===== src/rtl/mem_arbiter.sv =====
// mem_arbiter: shares one unified memory between instruction fetch and
// load/store. One access outstanding at a time, bounded by a watchdog.
//
// Build option: define ARB_RR_EN for round-robin arbitration when both
// requesters collide; otherwise load/store has fixed priority over fetch.
//
// Ports:
//   clk, rst                       clock, synchronous active-high reset
//   if_req/if_addr                 fetch read request (held until if_gnt)
//   if_gnt/if_valid                fetch grant / completion pulses
//   d_req/d_we/d_addr/d_wdata      load/store request (held until d_gnt)
//   d_gnt/d_valid                  load/store grant / completion pulses
//   rdata, err                     read data and timeout flag with valid
//   busy                           high while an access is in flight
//   mem_read/mem_write             memory strobes
//   mem_read_addr/mem_write_addr   memory addresses (same latched value)
//   mem_wr_data                    memory write data
//   mem_rd_data/mem_rd_done/mem_wr_done  memory responses
module mem_arbiter #(
  parameter int unsigned ADDR_WIDTH = 13,
  parameter int unsigned DATA_WIDTH = 16,
  parameter int unsigned TIMEOUT    = 8
) (
  input  logic                  clk,
  input  logic                  rst,
  input  logic                  if_req,
  input  logic [ADDR_WIDTH-1:0] if_addr,
  output logic                  if_gnt,
  output logic                  if_valid,
  input  logic                  d_req,
  input  logic                  d_we,
  input  logic [ADDR_WIDTH-1:0] d_addr,
  input  logic [DATA_WIDTH-1:0] d_wdata,
  output logic                  d_gnt,
  output logic                  d_valid,
  output logic [DATA_WIDTH-1:0] rdata,
  output logic                  err,
  output logic                  busy,
  output logic                  mem_read,
  output logic                  mem_write,
  output logic [ADDR_WIDTH-1:0] mem_read_addr,
  output logic [ADDR_WIDTH-1:0] mem_write_addr,
  output logic [DATA_WIDTH-1:0] mem_wr_data,
  input  logic [DATA_WIDTH-1:0] mem_rd_data,
  input  logic                  mem_rd_done,
  input  logic                  mem_wr_done
);

  localparam int unsigned CNT_W = 8;
  localparam logic [CNT_W-1:0] CNT_LAST = CNT_W'(TIMEOUT - 1);

  typedef enum logic {IDLE, ACCESS} state_t;

  state_t                state, state_nxt;
  logic [CNT_W-1:0]      cnt, cnt_nxt;
  logic                  owner_d, owner_d_nxt;   // 1 = load/store owns the access
  logic                  op_we, op_we_nxt;
  logic                  if_gnt_nxt, if_valid_nxt, d_gnt_nxt, d_valid_nxt;
  logic                  err_nxt, busy_nxt, mem_read_nxt, mem_write_nxt;
  logic [ADDR_WIDTH-1:0] addr, addr_nxt;
  logic [DATA_WIDTH-1:0] rdata_nxt, wdata, wdata_nxt;
  logic                  pick_d_c;
  logic                  done_c;

`ifdef ARB_RR_EN
  logic                  last_d, last_d_nxt;     // 1 = last grant went to load/store

  // On a collision the requester that did not win last time goes first.
  assign pick_d_c = d_req && (!if_req || !last_d);
`else
  assign pick_d_c = d_req;
`endif

  // Only the completion matching the latched operation ends the access.
  assign done_c = op_we ? mem_wr_done : mem_rd_done;

  assign mem_read_addr  = addr;
  assign mem_write_addr = addr;
  assign mem_wr_data    = wdata;

  // Next-state and next-output logic.
  always_comb begin
    state_nxt     = state;
    cnt_nxt       = cnt;
    owner_d_nxt   = owner_d;
    op_we_nxt     = op_we;
    addr_nxt      = addr;
    wdata_nxt     = wdata;
    rdata_nxt     = rdata;
    busy_nxt      = busy;
    mem_read_nxt  = mem_read;
    mem_write_nxt = mem_write;
    if_gnt_nxt    = 1'b0;
    d_gnt_nxt     = 1'b0;
    if_valid_nxt  = 1'b0;
    d_valid_nxt   = 1'b0;
    err_nxt       = 1'b0;
`ifdef ARB_RR_EN
    last_d_nxt    = last_d;
`endif

    case (state)
      IDLE: begin
        mem_read_nxt  = 1'b0;
        mem_write_nxt = 1'b0;
        busy_nxt      = 1'b0;
        if (d_req || if_req) begin
          state_nxt   = ACCESS;
          cnt_nxt     = '0;
          busy_nxt    = 1'b1;
          owner_d_nxt = pick_d_c;
`ifdef ARB_RR_EN
          last_d_nxt  = pick_d_c;
`endif
          if (pick_d_c) begin
            d_gnt_nxt     = 1'b1;
            op_we_nxt     = d_we;
            addr_nxt      = d_addr;
            mem_read_nxt  = !d_we;
            mem_write_nxt = d_we;
            if (d_we) wdata_nxt = d_wdata;
          end else begin
            if_gnt_nxt    = 1'b1;
            op_we_nxt     = 1'b0;
            addr_nxt      = if_addr;
            mem_read_nxt  = 1'b1;
          end
        end
      end

      ACCESS: begin
        if (done_c || cnt == CNT_LAST) begin
          // Completion or watchdog expiry: release memory and report.
          state_nxt     = IDLE;
          busy_nxt      = 1'b0;
          mem_read_nxt  = 1'b0;
          mem_write_nxt = 1'b0;
          err_nxt       = !done_c;
          d_valid_nxt   = owner_d;
          if_valid_nxt  = !owner_d;
          if (done_c && !op_we) rdata_nxt = mem_rd_data;
        end else begin
          cnt_nxt = cnt + CNT_W'(1);
        end
      end

      default: state_nxt = IDLE;
    endcase
  end

  // State and output registers.
  always_ff @(posedge clk) begin
    if (rst) begin
      state     <= IDLE;
      cnt       <= '0;
      owner_d   <= 1'b0;
      op_we     <= 1'b0;
      addr      <= '0;
      wdata     <= '0;
      rdata     <= '0;
      busy      <= 1'b0;
      mem_read  <= 1'b0;
      mem_write <= 1'b0;
      if_gnt    <= 1'b0;
      d_gnt     <= 1'b0;
      if_valid  <= 1'b0;
      d_valid   <= 1'b0;
      err       <= 1'b0;
`ifdef ARB_RR_EN
      last_d    <= 1'b0;
`endif
    end else begin
      state     <= state_nxt;
      cnt       <= cnt_nxt;
      owner_d   <= owner_d_nxt;
      op_we     <= op_we_nxt;
      addr      <= addr_nxt;
      wdata     <= wdata_nxt;
      rdata     <= rdata_nxt;
      busy      <= busy_nxt;
      mem_read  <= mem_read_nxt;
      mem_write <= mem_write_nxt;
      if_gnt    <= if_gnt_nxt;
      d_gnt     <= d_gnt_nxt;
      if_valid  <= if_valid_nxt;
      d_valid   <= d_valid_nxt;
      err       <= err_nxt;
`ifdef ARB_RR_EN
      last_d    <= last_d_nxt;
`endif
    end
  end

endmodule

===== config.mk =====
export PLATFORM = sky130hd
export DESIGN_NAME = mem_arbiter
export DESIGN_NICKNAME = d
export VERILOG_FILES = /design/src/rtl/mem_arbiter.sv
export SDC_FILE = /design/constraint.sdc
export NUM_CORES = 1
export LEC_CHECK = 0
export CAP_MARGIN = 20
export CELL_PAD_IN_SITES_DETAIL_PLACEMENT = 1
export CELL_PAD_IN_SITES_GLOBAL_PLACEMENT = 1
export CORE_MARGIN = 1.5
export CORE_UTILIZATION = 39
export DETAILED_ROUTE_END_ITERATION = 10
export DONT_BUFFER_PORTS = 1
export GPL_TIMING_DRIVEN = 1
export HOLD_SLACK_MARGIN = 0.05
export PLACE_DENSITY = 0.83
export RECOVER_POWER = 25
export SLEW_MARGIN = 20
export SYNTH_ARGS = -nofsm -noshare
export SYNTH_HDL_FRONTEND = slang
export SYNTH_SLANG_ARGS = --single-unit

===== constraint.sdc =====
create_clock -name clk -period 1.95 [get_ports clk]
set_clock_uncertainty 0.1 [all_clocks]
set_input_delay 0.585 -clock clk [delete_from_list [all_inputs] [get_ports clk]]
set_output_delay 0.585 -clock clk [all_outputs]
set_load 0.01 [all_outputs]

==> out/results.ini <==
[power]
p_leak_nw=1.02
vdd_drop_max_mv=0.549
power_density_nw_per_um2=1050

[clocking]
insertion_delay_ps=330
h-tree-depth=3
clk_path_buf_depth=2
numClockSinks=64
cts_root_buffer=clkbuf_8
cts_tree=built
path_clk_slew_ps=70
cts_inserted_buffers=9
cts.hold.buffers_added=0

[logic_synthesis]
yosys_warnings=0
syn_inst=305
synth_compound_area_share_pct=15.4
syn_nets=371
syn_area_sq_um=2550
synth-seq-cells=64
synth_top_family_by_area=simple AND/OR/NAND/NOR gates
ys_types=32
async_flop_share_pct=0
synth_xor_area_share_pct=0
synth.avg_cell_area_sq_um=8.38
synthAdderAreaFrac_pct=0.490
yosys.area_share.simple_pct=20.8
ys_seq_area_share_pct=50.1
synth-edff-count=0
synthMuxAreaShare_pct=5.68
synthFlopType=dfxtp_1

[sta]
maxSlewHeadroom_pct=70.2
worst_pin_slew_ps=447
layout_min_cycle_time_ps=1860
rsz0062_at_grt=no
timing.fmax_mhz=538
slew_violations=0
finalSetupViolCount=0
fin_ws_ps=90.1
hold_viol_final=0
period_share_pct=95.4

[setup_path]
worstPathMaxFanout=4
r2r_slack_ps=90
max_stage_delay_ps=480
worstSetupPathType=register to register
r2r-end=cnt[6]$_SDFFE_PP0P_
critical_path_buf_inv_count=1
cp_cell_sequence=ha_1 -> buf_4 -> nand3_1 -> or2_2 -> or4_1 -> a31oi_1
worstSetupEndpointType=register
crit_required_ps=2110
cpLargestDelayFamily=simple AND/OR/NAND/NOR gates
arrival_ps=2020
critPathSlowestCell=or4_1
rr_worst_depth=6
r2r_start=cnt[0]$_SDFFE_PP0P_
cp-start-kind=register

[place]
pre_cts_ws_ps=-80.3
post_dp_cell_area_sq_um=2580
placement.io_buffers=0
place.detailed.hpwl_um=4410
place_congestion=0.790

[worst_hold_path]
min_from=rst
hold_end=mem_wr_data[0]$_SDFFE_PP0P_
hold_depth=1
hp-class=primary input to register

[global_route]
grtUsageTotal_pct=18.0
antenna_found_initial=0
overflow=0
grt_pass1_wl_um=10100
grt_pass1_vias=2139
grt_start_max_net_pins=64

[flow_run]
maxCapViolCount=0

[floorplan]
initial_core_util_pct=40.2
die_w_um=83.9
die_area_sq_um=7050
num_rows=29
dieHeight_um=83.9
io_pins=131
core_sq_um=6350

[finish]
nets=365
final_area_sq_um=2820
syn2layout_area_growth_pct=10.2
final_cell_mix=72 x nand2_1, 62 x dfxtp_1, 42 x a21oi_1
layout-drive-gt1-share_pct=12.5
antenna_cells=0
finalCoreUtilization_pct=44.4
layout_commonest_cell=nand2_1

[drt]
wl_per_cell_um=16.4
drtAntennaViolNets=0
route.detailed.drc=0
firstDrtPassIters=4
drtIter0Drc=90
num_vias=2095
wl_um=6260
routed_via_density=5.50

[outcome]
outcome=completed

==> per-stage QoR <==
step | cells | TNS [ps] | hold WS, ps | power, mW
floorplan | 305 | 0 | 293 | 1.72
global route | 381 | 0 | 188 | 3.08
CTS | 380 | 0 | 198 | 3.00
detailed placement | 364 | -175 | 315 | 1.73
finish | 381 | 0 | 220 | 2.95
global placement | 364 | -4.35 | 305 | 1.72
==> report_power, final <==
part	switching [mW]	leakage (nW)	internal, mW
Sequential	0.100	0.525	1.38
Clock	0.501	0.106	0.753
Combinational	0.123	0.391	0.0889
Total	0.724	1.02	2.22
==> kinds of logic after synthesis <==
kind of cell | after synthesis
buf+inv | 35
fa+ha+maj | 1
flops | 64
mux | 14
compound gates | 67
simple gates | 124
==> sequential cells by signal (all words and copies together), names as in the netlist, 8 cells and up <==
register	flops
mem_read_addr	13
rdata	16
mem_wr_data	16
cnt	8
==> how the worst max path moves through the flow <==
stage,endpoint,depth (start not counted),from,slack (ps)
detailed placement,cnt[6]$_SDFFE_PP0P_,4,mem_rd_done,-80
CTS,cnt[6]$_SDFFE_PP0P_,5,cnt[0]$_SDFFE_PP0P_,20
global placement,cnt[6]$_SDFFE_PP0P_,4,mem_rd_done,-4
floorplan,cnt[4]$_SDFFE_PP0P_,5,mem_rd_done,40
finish,cnt[6]$_SDFFE_PP0P_,6,cnt[0]$_SDFFE_PP0P_,90
global route,cnt[6]$_SDFFE_PP0P_,6,cnt[0]$_SDFFE_PP0P_,20
==> final cells by class <==
type | instances | area (sq um)
repair buffers | 16 | 105
multi-input cells | 206 | 1100
clock inverters | 5 | 80.1
flip-flops and latches | 64 | 1280
fillers | 779 | 3530
inverters | 2 | 7.51
clock buffers | 11 | 141
well taps | 77 | 96.3
==> routing by layer <==
| metal | part of all wire [%] | track usage, % | up-vias |
|---|---|---|---|
| li1 | - | - | 1019 |
| met5 | 0 | 0 | - |
| met4 | 0.73 | 5.37 | 0 |
| met3 | 9.5 | 8.11 | 4 |
| met1 | 41 | 20.5 | 971 |
| met2 | 49 | 30.2 | 101 |
==> timing repair <==
| item | 4_1_cts | 5_1_grt |
|---|---|---|
| resized for setup | 0 | 5 |
| setup endpoints to repair | 1 | 8 |
| hold endpoints to repair | 0 | 0 |
| pin swaps | 1 | 5 |
| buffers inserted | 0 | 1 |
==> cell usage after synthesis, drive strengths merged (2+ instances only) <==
master / n / share of area (%)
nand2: 72 / 11
dfxtp: 64 / 50
a21oi: 42 / 8.2
nor2: 23 / 3.4
buf: 18 / 5.0
clkbuf: 15 / 2.2
a211oi: 14 / 4.1
mux2i: 13 / 5.1
nand3: 13 / 2.5
a31oi: 5 / 1.2
or3: 5 / 1.3
a21o: 2 / 0.59
nor3: 2 / 0.39
or2: 2 / 0.49
Note: power is estimated with default switching activity, not from simulation.
